<file path="src/rtl/alu_unit.sv">
// Integer ALU execution unit with a small result FIFO
// feeding the common data bus through a request/grant pair.
module alu_unit #(
  parameter int WIDTH     = 32,
  parameter int C_WIDTH   = 4,
  parameter int TAG_WIDTH = 4,
  parameter int DEPTH     = 2
) (
  input  logic                 clk,
  input  logic                 rst_n,
  input  logic                 issueValid,
  output logic                 issueReady,
  input  logic [WIDTH-1:0]     src1,
  input  logic [WIDTH-1:0]     src2,
  input  logic [C_WIDTH-1:0]   aluControl,
  input  logic [TAG_WIDTH-1:0] issueTag,
  input  logic                 flush,
  input  logic                 cdbGrant,
  output logic                 aluRequest,
  output logic [WIDTH-1:0]     result,
  output logic [TAG_WIDTH-1:0] resultTag
);

  localparam int SW = $clog2(WIDTH);
  localparam int PW = (DEPTH > 1) ? $clog2(DEPTH) : 1;
  localparam int CW = $clog2(DEPTH + 1);

  localparam logic [PW-1:0] LAST = PW'(DEPTH - 1);
  localparam logic [CW-1:0] FULL = CW'(DEPTH);

  localparam logic [C_WIDTH-1:0] OP_ADD = C_WIDTH'(0);
  localparam logic [C_WIDTH-1:0] OP_AND = C_WIDTH'(1);
  localparam logic [C_WIDTH-1:0] OP_OR  = C_WIDTH'(2);
  localparam logic [C_WIDTH-1:0] OP_XOR = C_WIDTH'(3);
  localparam logic [C_WIDTH-1:0] OP_SLT = C_WIDTH'(4);
  localparam logic [C_WIDTH-1:0] OP_SLTU = C_WIDTH'(5);
  localparam logic [C_WIDTH-1:0] OP_SLL = C_WIDTH'(6);
  localparam logic [C_WIDTH-1:0] OP_SRL = C_WIDTH'(7);
  localparam logic [C_WIDTH-1:0] OP_SUB = C_WIDTH'(8);
  localparam logic [C_WIDTH-1:0] OP_SRA = C_WIDTH'(9);

  logic [WIDTH-1:0]     res_q [DEPTH];
  logic [WIDTH-1:0]     res_d [DEPTH];
  logic [TAG_WIDTH-1:0] tag_q [DEPTH];
  logic [TAG_WIDTH-1:0] tag_d [DEPTH];

  logic [PW-1:0] head_q, head_d;
  logic [PW-1:0] tail_q, tail_d;
  logic [CW-1:0] cnt_q, cnt_d;
  logic          rdy_q, rdy_d;

  logic [WIDTH-1:0] alu_res;
  logic             legal;
  logic [SW-1:0]    shamt;
  logic             accept;
  logic             push;
  logic             pop;

  assign shamt = src2[SW-1:0];

  assign aluRequest = (cnt_q != '0);
  assign result     = aluRequest ? res_q[head_q] : '0;
  assign resultTag  = aluRequest ? tag_q[head_q] : '0;

  assign issueReady = rdy_q &
                      ((cnt_q < FULL) | (aluRequest & cdbGrant));

  assign accept = issueValid & issueReady & ~flush;
  assign push   = accept & legal;
  assign pop    = aluRequest & cdbGrant & ~flush;

  // Operation decode and datapath; unknown codes flag illegal.
  always_comb begin
    alu_res = '0;
    legal   = 1'b1;
    unique case (1'b1)
      (aluControl == OP_ADD): alu_res = src1 + src2;
      (aluControl == OP_AND): alu_res = src1 & src2;
      (aluControl == OP_OR):  alu_res = src1 | src2;
      (aluControl == OP_XOR): alu_res = src1 ^ src2;
      (aluControl == OP_SLT):
        alu_res = {{(WIDTH-1){1'b0}},
                   ($signed(src1) < $signed(src2))};
      (aluControl == OP_SLTU):
        alu_res = {{(WIDTH-1){1'b0}}, (src1 < src2)};
      (aluControl == OP_SLL): alu_res = src1 << shamt;
      (aluControl == OP_SRL): alu_res = src1 >> shamt;
      (aluControl == OP_SUB): alu_res = src1 - src2;
      (aluControl == OP_SRA):
        alu_res = $signed(src1) >>> shamt;
      default: legal = 1'b0;
    endcase
  end

  // FIFO next state: push at tail, pop at head, flush clears.
  always_comb begin
    res_d  = res_q;
    tag_d  = tag_q;
    head_d = head_q;
    tail_d = tail_q;
    cnt_d  = cnt_q;
    rdy_d  = 1'b1;
    if (push) begin
      res_d[tail_q] = alu_res;
      tag_d[tail_q] = issueTag;
      tail_d = (tail_q == LAST) ? '0 : tail_q + 1'b1;
    end
    if (pop) begin
      head_d = (head_q == LAST) ? '0 : head_q + 1'b1;
    end
    if (push && !pop) begin
      cnt_d = cnt_q + 1'b1;
    end else if (pop && !push) begin
      cnt_d = cnt_q - 1'b1;
    end
    if (flush) begin
      head_d = '0;
      tail_d = '0;
      cnt_d  = '0;
    end
  end

  // State registers; reset empties the buffer immediately.
  always_ff @(posedge clk or negedge rst_n) begin
    if (!rst_n) begin
      for (int i = 0; i < DEPTH; i++) begin
        res_q[i] <= '0;
        tag_q[i] <= '0;
      end
      head_q <= '0;
      tail_q <= '0;
      cnt_q  <= '0;
      rdy_q  <= 1'b0;
    end else begin
      res_q  <= res_d;
      tag_q  <= tag_d;
      head_q <= head_d;
      tail_q <= tail_d;
      cnt_q  <= cnt_d;
      rdy_q  <= rdy_d;
    end
  end

endmodule

</file>
<file path="config.mk">
export PLATFORM = sky130hd
export DESIGN_NAME = alu_unit
export DESIGN_NICKNAME = d
export VERILOG_FILES = /design/src/rtl/alu_unit.sv
export SDC_FILE = /design/constraint.sdc
export NUM_CORES = 1
export LEC_CHECK = 0
export CORE_AREA = 2 2 147 149
export CTS_CLUSTER_SIZE = 25
export DETAILED_ROUTE_END_ITERATION = 8
export DIE_AREA = 0 0 149 151
export PLACE_DENSITY = 0.85
export SLEW_MARGIN = 20
export SYNTH_ARGS = -nofsm -noshare
export SYNTH_HDL_FRONTEND = slang
export SYNTH_SLANG_ARGS = --single-unit
</file>
<file path="constraint.sdc">
create_clock -name clk -period 2 [get_ports clk]
set_input_delay 0.2 -clock clk [delete_from_list [all_inputs] [get_ports clk]]
set_output_delay 0.2 -clock clk [all_outputs]
set_load 0.01 [all_outputs]
</file>
==> summary.txt, run 1 <==
Place
  • I/O Buffers: 114
  • Final Wtd Congestion: 1.27
  • DP Wirelength: 46600 um

GRT
  • GRT overflow: 394
  • Vias in the first global route: 23700
  • First-pass GRT wire length: 153000 um
  • GRT Resource Usage Total: 87.7%
  • Largest net degree at the start of global routing: 67

Synthesis
  • Register area share after synthesis: 15.4%
  • #FFs+latches synth: 77
  • Synth Instances: 1638
  • Async SR Flop Fraction: 100%
  • Post-Syn Area: 12500 um^2
  • Top_reg_cell synth: dfrtp_1
  • Cell accounting for the most synthesized area: dfrtp_1
  • Top cells by area, synth: dfrtp_1, ha_1, mux2i_1, mux4_2, nor2_1
  • Syn_nets: 1815
  • Post-synth EDFFs: 0
  • Yosys top cell area share: 15.4%
  • Commonest cells in the synthesized netlist: nor2_1, nand2_1, a21oi_1, o21ai_0, inv_1
  • Cell variety after synth: 90
  • Syn Area/Cell: 7.63 um^2
  • Top-count cell post-synth: nor2_1
  • YS warnings: 0

Outcome
  • First error: [ERROR GRT-0116] Global routing finished with congestion. Check the congestion regions in the DRC Viewer.
  • Status: stopped before the end
  • Stopped at: 5_1_grt

Clock tree
  • CTS root buf: clkbuf_16
  • # H-tree levels: 3
  • Clk buf depth: 2
  • TritonCTS buffer count: 9
  • Clock Sinks: 77

Floorplan
  • Site Rows: 53
  • I/O pin cnt: 115
  • Die width: 149 um
  • Starting Density: 60.0%
  • Chip height: 151 um
per-stage QoR:
stage                     hold slack, ns  cells  setup WS, ns  instance area (um^2)
after floorplan                  -0.0956   1638         -1.00                 12800
after global placement             0.151   2443         -1.59                 17800
after detailed placement           0.170   2443         -1.90                 17800
after CTS                          0.371   2507        -0.933                 19700
kinds of logic after synthesis:
logic type | share of synthesized area [%]
muxes | 20.0
adders and majority gates | 10.1
xor gates and xnor gates | 0.490
buffers and inverters | 7.47
and+or+nand+nor | 17.9
AOI/OAI and AO/OA | 28.6
other | 0.0300
DFF | 15.4
metal layers:
layer  GRT overflow  track usage (%)
met5              0             50.7
met4            118             92.0
met3             28             76.8
met2            232              101
met1             16             84.9
timing repair:
| item | CTS |
|---|---|
| cloned | 3 |
| buffers inserted | 45 |
| hold buffers | 1 |
| endpoints found under the setup margin | 108 |
| hold endpoints to repair | 32 |
| pin swaps | 100 |
| resized for setup | 430 |
==> run 2, diff against run 1 <==
==> config.mk (replaced) <==
export PLATFORM = sky130hd
export DESIGN_NAME = alu_unit
export DESIGN_NICKNAME = d
export VERILOG_FILES = /design/src/rtl/alu_unit.sv
export SDC_FILE = /design/constraint.sdc
export NUM_CORES = 1
export LEC_CHECK = 0
export CORE_AREA = 2 2 180 182
export DETAILED_ROUTE_END_ITERATION = 8
export DIE_AREA = 0 0 182 184
export PLACE_DENSITY_LB_ADDON = 0.15
export SLEW_MARGIN = 20
export SYNTH_ARGS = -nofsm -noshare
export SYNTH_HDL_FRONTEND = slang
export SYNTH_SLANG_ARGS = --single-unit
==> run 2 against run 1 <==
Effect of this change:
- the flow now finishes, with violations (setup timing)
- synthesized area did not move
- synthesized cell count is the same
==> summary.txt, run 2 <==
Outcome
  • Status: finished, violations left
  • Failing checks: setup timing

GRT
  • GRT overflow: 0
  • Initial antenna violation count: 0
  • Vias in the first global route: 15900
  • Largest net degree at the start of global routing: 49
  • GRT Resource Usage Total: 36.8%
  • First-pass GRT wire length: 94100 um

Routing
  • DRT iter0 DRCs: 1436
  • Wire per inst: 23.8 um
  • Drt drc: 0
  • DR pass1 iterations: 6
  • Vias: 16600
  • DRT antenna net count: 0
  • Via density: 6.02
  • Routed Wire Length: 65600 um

Final layout
  • Fin util: 71.2%
  • Max reg flops: 64
  • Share of layout cells above drive strength 1: 51.6%
  • Largest registers: res_q x64, tag_q x8, cnt_q x2
  • Area Overhead vs Synth: 78.7%
  • Post-route cell area: 22300 um^2
  • Final nets: 2527
  • Biggest register: res_q
  • Multi-input logic area: 12100 um^2
  • Most frequent cells in the layout: buf_4, nand2_1, nor2_1, buf_6
  • Leading cell type in the layout, fill and taps excluded: buf_4
  • Sequential cell area: 1930 um^2
  • # fillers: 2464
  • Non-filler cells, final: 2756
  • # diodes: 0

Setup path
  • CP arrival: 3.04 ns
  • CP Class: in2reg
  • Worst Path Max Fanout: 4
  • Buf+Inv Stages, Crit Path: 4
  • CP Capture Type: flip-flop
  • Startpoint Class: input port
  • Req. time, crit path: 2.21 ns
  • Cell family with most CP delay: compound AO/OA/AOI/OAI gates
  • CP max-delay cell: o41a_1
  • Largest stage delay, worst path: 0.43 ns
  • Cells along the critical path: buf_12 -> ha_4 -> fa_2 -> nor2_4 -> o311ai_4 -> a2111oi_4 -> buf_4 -> buf_6 -> a22oi_2 -> o41a_1 -> buf_4 -> o21ai_4 -> a2111oi_4 -> a211oi_2 -> o21ai_1

Synthesis
  • #FFs+latches synth: 77 (unchanged)
  • Post-Syn Area: 12500 um^2 (unchanged)
  • Top cells by area, synth: dfrtp_1, ha_1, mux2i_1, mux4_2, nor2_1
  • Top_reg_cell synth: dfrtp_1
  • YS warnings: 0 (unchanged)
  • Cell accounting for the most synthesized area: dfrtp_1
  • Yosys top cell area share: 15.4% (unchanged)
  • Commonest cells in the synthesized netlist: nor2_1, nand2_1, a21oi_1, o21ai_0, inv_1
  • Top-count cell post-synth: nor2_1
  • Syn Area/Cell: 7.63 um^2 (unchanged)
  • Register area share after synthesis: 15.4% (unchanged)
  • Synth Instances: 1638 (unchanged)
  • Syn_nets: 1815 (unchanged)
  • Post-synth EDFFs: 0 (unchanged)
  • Cell variety after synth: 90 (unchanged)
  • Async SR Flop Fraction: 100% (unchanged)

STA
  • TNS Setup: -35.99 ns
  • Slack of the critical path: -0.825 ns
  • Layout Skew: 0.00798 ns
  • Slew headroom: 58.2%
  • RSZ-0062 raised after global routing: true
  • Worst slew pin tran: 0.627 ns
  • Final Slew Violations: 0
  • Final period util: 141%
  • Setup-failing EPs final: 64
  • Hold Fails Final Rpt: 0
  • Fmax: 354 MHz
  • Tmin final: 2.82 ns

Place
  • Final Wtd Congestion: 1.02 (-20%)
  • Inst Count DP: 2642 (+8.1%)
  • I/O Buffers: 114 (unchanged)
  • DP Area: 18500 um^2 (+4.1%)
  • DP Wirelength: 51100 um (+9.6%)

Clock tree
  • TritonCTS buffer count: 9 (unchanged)
  • Clock Sinks: 77 (unchanged)
  • Clk buf depth: 2 (unchanged)
  • # H-tree levels: 3 (unchanged)
  • CTS root buf: clkbuf_16
  • Clock Latency Late Sink: 0.33 ns
  • CTS tree: done
  • Worst-path clk slew: 0.06 ns

Floorplan
  • Full die area: 33500 um^2
  • Chip height: 184 um (+22%)
  • Core region area: 31400 um^2
  • I/O pin cnt: 115 (unchanged)
  • Die width: 182 um (+22%)
  • Site Rows: 65 (+23%)
  • Starting Density: 39.8% (-20 points)

Power
  • P per Cell Area: 452 nW/um^2
  • Seq pwr share: 20.8%
  • Clk network pwr share: 18.4%
  • Design Power: 10.1 mW
  • Comb pwr share: 60.8%
  • Switching power: 3.95 mW
  • Peak VDD IR: 0.443 mV
  • Internal power: 6.15 mW
  • Switching share of power: 39.1%
  • Pleak: 10.5 nW

Run
  • Max Cap Viol: 0

Worst hold path
  • Worst Hold Class: in2async
## run 2: cell counts after synthesis
No cell type changed its count.
## run 2: cells by family after synthesis
group	share of synthesized area, %
AO/OA/AOI/OAI	28.6
XOR/XNOR	0.490
adder cells (fa/ha/maj)	10.1
buffers and inverters	7.47
flip-flops	15.4
multiplexers	20.0
other	0.0300
AND/OR/NAND/NOR	17.9
## run 2: worst paths after layout
kind / endpoint / depth (start not counted) / start / slack, ns
worst min-delay path: res_q[49] / 2 / rst_n / 0.42
max in group asynchronous: res_q[23] / 3 / rst_n / 1.02
worst max register to register: res_q[57] / 5 / cnt_q[1] / 0.16
worst max-delay path: res_q[62] / 15 / src2[0] / -0.82
worst min register to register: res_q[26] / 2 / res_q[26] / 0.48
min in group clk: tag_q[4] / 3 / issueTag[0] / 0.42
## run 2: repair_timing
action / CTS / global route
hold endpoints to repair: 44 / 0
hold buffers: 1 / 0
pin swaps: 87 / 124
endpoints found under the setup margin: 78 / 108
setup buffers: 37 / 71
gates resized for setup: 397 / 368
gates cloned: 0 / 5
## run 2: power by group through the flow
stage / clock network (mW) / registers [mW] / logic, mW
final: 1.86 / 2.10 / 6.14
after global routing: 1.95 / 2.14 / 6.47
after CTS: 1.90 / 2.07 / 5.36
after detailed placement: 0 / 2.10 / 4.80
after global placement: 0 / 2.07 / 4.74
after floorplan: 0 / 2.04 / 2.39
## run 2: area by class of cell
cell class                      count  share of cell area (%)
Timing Repair Buffer              823                    31.7
Clock inverter                      5                   0.482
Clock buffer                       10                    1.07
Inverter                          104                    1.88
Multi-Input combinational cell   1335                    54.0
Sequential cell                    77                    8.63
Tap cell                          402                    2.25
## run 2: metrics by stage
step           setup WS, ns  hold WS [ns]
5_1_grt              -0.898         0.452
6_report             -0.825         0.420
3_5_place_dp          -1.77         0.249
4_1_cts              -0.831         0.415
3_3_place_gp          -1.64         0.244
2_1_floorplan         -1.00       -0.0956
## run 2: per-layer routing
| layer | GRT usage [%] | up-vias | wire length, um |
|---|---|---|---|
| li1 | - | 7516 | - |
| met1 | 49.7 | 8139 | 28000 |
| met2 | 61.9 | 763 | 30500 |
| met3 | 3.96 | 169 | 4420 |
| met4 | 11.4 | 0 | 2610 |
| met5 | 0 | - | 0 |
(Power assumes the default switching activity.)
==> edit 1, RTL diff (config.mk and constraints of run 2) <==
Change the parameter `TAG_WIDTH` from 4 to 5.
--- a/src/rtl/alu_unit.sv
+++ b/src/rtl/alu_unit.sv
@@ -5,3 +5,3 @@
   parameter int C_WIDTH   = 4,
-  parameter int TAG_WIDTH = 4,
+  parameter int TAG_WIDTH = 5,
   parameter int DEPTH     = 2
Interface: changed (resized issueTag and resultTag); port bits go from 115 to 117. No check against the original RTL was run, so the function may have changed too.
==> edit 1 against run 2 <==
The run still ends with setup timing left; setup slack got worse by 0.10 ns; final area is 1.7% higher; count of clock-buffer cells in the layout grew 1; cell count grew 0.18%; power grew 2.5%; synthesized area is 3.4% higher; global-route usage is 4.1 points higher; sequential cell count increased by 2; wire length grew 8.5%; fmax decreased by 3.5%; critical path type unchanged.
==> edit 1: results (changes against run 2) <==
Outcome
  – Run status: finished, violations left (unchanged)
  – Failing checks: setup timing (unchanged)

Detailed routing
  – Wirelength per Cell: 25.8 µm (was 23.8 µm)
  – Via-per-instance ratio: 6.26 (was 6.02)
  – DRT Pass-1 Iters: 5 (was 6)

Cells and area
  – Layout cells sized above 1: 0.529 (was 0.516)
  – FILL cells: 2413 (was 2464)
  – Final Non-Filler Cells: 2761 (was 2756)
  – Largest regs: res_q x64, tag_q x10, cnt_q x2 (was res_q x64, tag_q x8, cnt_q x2)
  – Final nets: 2532 (was 2527)

Placed design
  – Placement Setup Slack: -1.82 ns (was -1.77 ns)
  – Placed cells: 2633 (was 2642)
  – Gp weighted congestion: 1.02 (about the same)
  – IO Port Bufs: 116 (was 114)
  – DP Area: 19000 µm² (was 18500 µm²)
  – Dpl hpwl: 53800 µm (was 51100 µm)

Global routing
  – Vias in the first global route: 16.7k (was 15.9k)
  – GRT Total Usage: 0.409 (was 0.368)
  – Largest net degree at the start of global routing: 50 (was 49)

Timing
  – Fin Setup TNS: -38.46 ns (was -35.99 ns)
  – Setup violations, final: 64 (unchanged)
  – Worst hold margin: 0.388 ns (was 0.420 ns)
  – Rel. slew slack: 0.494 (was 0.582)
  – Setup Skew: 0.0118 ns (was 0.00798 ns)
  – Post-layout worst setup margin: -0.926 ns (was -0.825 ns)

Yosys
  – Dominant cells by area after synthesis: dfrtp_1 15%, ha_1 9.5%, mux2i_1 8.2%, mux4_2 8.0%, mux2_2 6.9% (was dfrtp_1 15%, ha_1 9.8%, mux2i_1 7.8%, mux4_2 6.7%, nor2_1 5.4%)
  – Post-Synthesis Net Count: 1825 (was 1815)
  – Synth cell count leaders: 198 x nor2_1, 130 x a21oi_1, 109 x nand2_1, 106 x mux2i_1, 105 x o21ai_0 (was 180 x nor2_1, 175 x nand2_1, 128 x a21oi_1, 122 x o21ai_0, 102 x inv_1)
  – Mapped Cells: 1647 (was 1638)
  – Yosys cell types: 84 (was 90)

Setup path
  – WP data arrival: 3.16 ns (was 3.04 ns)
  – Capturing point of the worst reg2reg path: res_q[32] (was res_q[57])
  – CP max-delay cell: or4_4 (was o41a_1)
  – Crit path max fanout: 5 (was 4)
  – R2R Setup Slk: 0.08 ns (was 0.16 ns)

Power
  – Leak Pwr: 10.2 nW (was 10.5 nW)
  – Power Total: 10.4 mW (was 10.1 mW)
  – Clk pwr share: 0.163 (was 0.184)

Clock network
  – Worst-Skew Late Latency: 0.35 ns (was 0.33 ns)
  – CTS Buf Count: 9 (unchanged)
[edit 1: changes by cell type after synthesis, moves of 9 or more]
| cell | change |
|---|---|
| nand2_1 | -66 |
| o21ai_0 | -17 |
| clkbuf_1 | +12 |
| nor2_1 | +18 |
| mux4_2 | +9 |
| mux2_2 | +30 |
| nor3_1 | +12 |
[edit 1: worst max path at each step]
stage	startpoint	endpoint	slack [ns]	depth (start not counted)
3_3_place_gp	src1[11]	res_q[57]	-1.79	15
5_1_grt	src2[11]	res_q[24]	-0.96	13
2_1_floorplan	src2[3]	res_q[58]	-1.06	16
6_report	src2[11]	res_q[20]	-0.93	14
4_1_cts	src2[10]	res_q[58]	-0.83	13
3_5_place_dp	src1[11]	res_q[57]	-1.82	15
[edit 1: final cells by class]
class                   instances  area [µm²]  area share
clock buffers                  11         243      0.0107
clock inverters                 5        65.1     0.00286
inverters                     103         488      0.0215
multi-input cells            1339       12300       0.543
flip-flops and latches         79        1980      0.0871
well taps                     402         503      0.0221
repair buffers                822        7110       0.313
[edit 1: cells by family (layout without fill, tap and decap cells)]
logic type	count (synthesis)	after routing	synth area share
compound gates	521	521	0.272
xor+xnor	10	10	0.00678
fa+ha+maj	100	100	0.0980
buf+inv	229	941	0.0699
flops	79	79	0.153
mux	231	231	0.231
other cells	1	1	0.000290
simple gates	476	476	0.169
[edit 1: layer usage]
metal	GRT usage	wire length, µm	up-vias
met5	0	23	-
met4	0.246	5240	4
met3	0.0594	6250	253
met2	0.651	31400	1011
met1	0.527	28200	8437
li1	-	-	7579
[edit 1: timing repair]
item	in CTS	in global routing
hold buffers	1	0
pin swaps	169	88
hold endpoints to repair	42	0
buffers inserted	89	29
resized for setup	714	113
cloned	4	0
endpoints found under the setup margin	100	67
==> edit 2, RTL diff (config.mk and constraints of run 2) <==
Without the edit above. Reset style: synchronous (`rst_n`), changed in one clocked block.
--- a/src/rtl/alu_unit.sv
+++ b/src/rtl/alu_unit.sv
@@ -123,3 +123,3 @@
   // State registers; reset empties the buffer immediately.
-  always_ff @(posedge clk or negedge rst_n) begin
+  always_ff @(posedge clk) begin
     if (!rst_n) begin
Check against the original RTL: differs if rst_n is asserted again (counterexample within 4 cycles, from zero or initial values and one cycle with rst_n low); with rst_n held inactive, the same outputs for 4 cycles.
==> edit 2 against run 2 <==
The flow still finishes with violations (setup timing); non-clock buffer count shrank 71; power shrank 13%; wire length shrank 1.8%; core utilization shrank 3.8 points; final area shrank 5.3%; sequential power shrank 25%; synthesized area shrank 0.88%; die area is the same; clock skew is essentially flat; setup slack lost 0.24 ns; sequential cell count is the same; largest cell class unchanged; highest routed layer is now met5.
==> edit 2: results (changes against run 2) <==
Yosys
  – Seq/Total Area, Yosys: 0.124 (was 0.154)
  – Synth cell count leaders: 227 x nor2_1, 172 x a21oi_1, 143 x o21ai_0, 128 x nand2_1, 100 x inv_1 (was 180 x nor2_1, 175 x nand2_1, 128 x a21oi_1, 122 x o21ai_0, 102 x inv_1)
  – Ys async rst share: 0 (was 1.00)
  – Yosys cell types: 88 (was 90)
  – Synthesized area per cell: 7.27 µm² (was 7.63 µm²)

Placed design
  – Placed cells: 2623 (was 2642)
  – Gp weighted congestion: 1.02 (about the same)
  – Dpl hpwl: 50600 µm (was 51100 µm)
  – DP Area: 18000 µm² (was 18500 µm²)

Global routing
  – Met1 Use GR: 0.502 (was 0.497)
  – First-pass GRT wire length: 95000 µm (was 94100 µm)
  – Initial antenna violation count: 1 (was 0)
  – Vias in the first global route: 15.8k (was 15.9k)
  – Largest net degree at the start of global routing: 41 (was 49)

Setup path
  – Reg2reg start: cnt_q[1] (unchanged)
  – Delay-heaviest family, CP: simple AND/OR/NAND/NOR gates (was compound AO/OA/AOI/OAI gates)
  – Slowest stage delay, CP: 0.53 ns (was 0.43 ns)
  – Reg2reg path depth: 6 (was 5)

Timing
  – Fin Setup TNS: -37.35 ns (was -35.99 ns)
  – Worst hold margin: 0.460 ns (was 0.420 ns)
  – Post-layout worst setup margin: -1.06 ns (was -0.825 ns)
  – Setup violations, final: 64 (unchanged)
  – Rel. slew slack: 0.481 (was 0.582)
  – Setup Skew: 0.00846 ns (was 0.00798 ns)

Cells and area
  – Final nets: 2508 (was 2527)
  – Layout cells sized above 1: 0.467 (was 0.516)
  – FILL cells: 2686 (was 2464)

Outcome
  – Run status: finished, violations left (unchanged)
  – Failing checks: setup timing (unchanged)

Power
  – P_sw: 3.38 mW (was 3.95 mW)
  – Leak Pwr: 8.88 nW (was 10.5 nW)
  – Worst IR Drop VDD: 0.000410 V (was 0.000443 V)

Worst hold path
  – Hold WC Path Type: register to register (was primary input to asynchronous set/reset pin)

Detailed routing
  – Iteration-0 DRC Markers: 1365 (was 1436)
  – Via-per-instance ratio: 6.01 (was 6.02)
  – Metal2 WL: 29600 µm (was 30500 µm)
  – Wire length on met1: 27600 µm (was 28000 µm)
  – DR WL met3: 4520 µm (was 4420 µm)
  – Routed Wire Length: 64400 µm (was 65600 µm)
[edit 2: worst max path at each step]
stage	startpoint	endpoint	slack, ns	depth (start not counted)
2_1_floorplan	src2[8]	res_q[60]	-1.14	12
3_3_place_gp	src1[7]	res_q[26]	-1.95	13
3_5_place_dp	src1[7]	res_q[58]	-1.97	13
4_1_cts	src1[9]	res_q[60]	-1.02	13
5_1_grt	src2[10]	res_q[60]	-1.10	13
6_report	src1[9]	res_q[60]	-1.06	13
[edit 2: final cells by class]
type                    instances  area [µm²]  share of cell area
repair buffers                752        6510               0.308
multi-input cells            1385       11800               0.556
clock buffers                   9         225              0.0106
well taps                     402         503              0.0238
clock inverters                 7         145             0.00686
flip-flops and latches         77        1550              0.0731
inverters                     105         457              0.0216
[edit 2: power by group through the flow]
stage | clock network (mW) | logic, mW | registers (mW)
floorplan | 0 | 2.15 | 1.61
global placement | 0 | 4.19 | 1.62
detailed placement | 0 | 4.23 | 1.62
CTS | 2.00 | 4.87 | 1.58
global route | 2.08 | 5.46 | 1.59
finish | 1.98 | 5.21 | 1.58
[edit 2: repair_timing]
item	in CTS	in global routing
endpoints found under the setup margin	104	90
buffers inserted	78	26
hold buffers	0	0
pin swaps	145	74
gates cloned	7	0
gates resized for setup	433	122
[edit 2: cell families (layout without fill, tap and decap cells)]
kind of cell / after synthesis / count (layout) / share of synthesized area
and+or+nand+nor: 511 / 511 / 0.184
buffers and inverters: 242 / 873 / 0.0809
xor gates and xnor gates: 10 / 10 / 0.00707
adders and majority gates: 101 / 101 / 0.103
muxes: 173 / 173 / 0.193
DFF: 77 / 77 / 0.124
AOI/OAI and AO/OA: 590 / 590 / 0.307
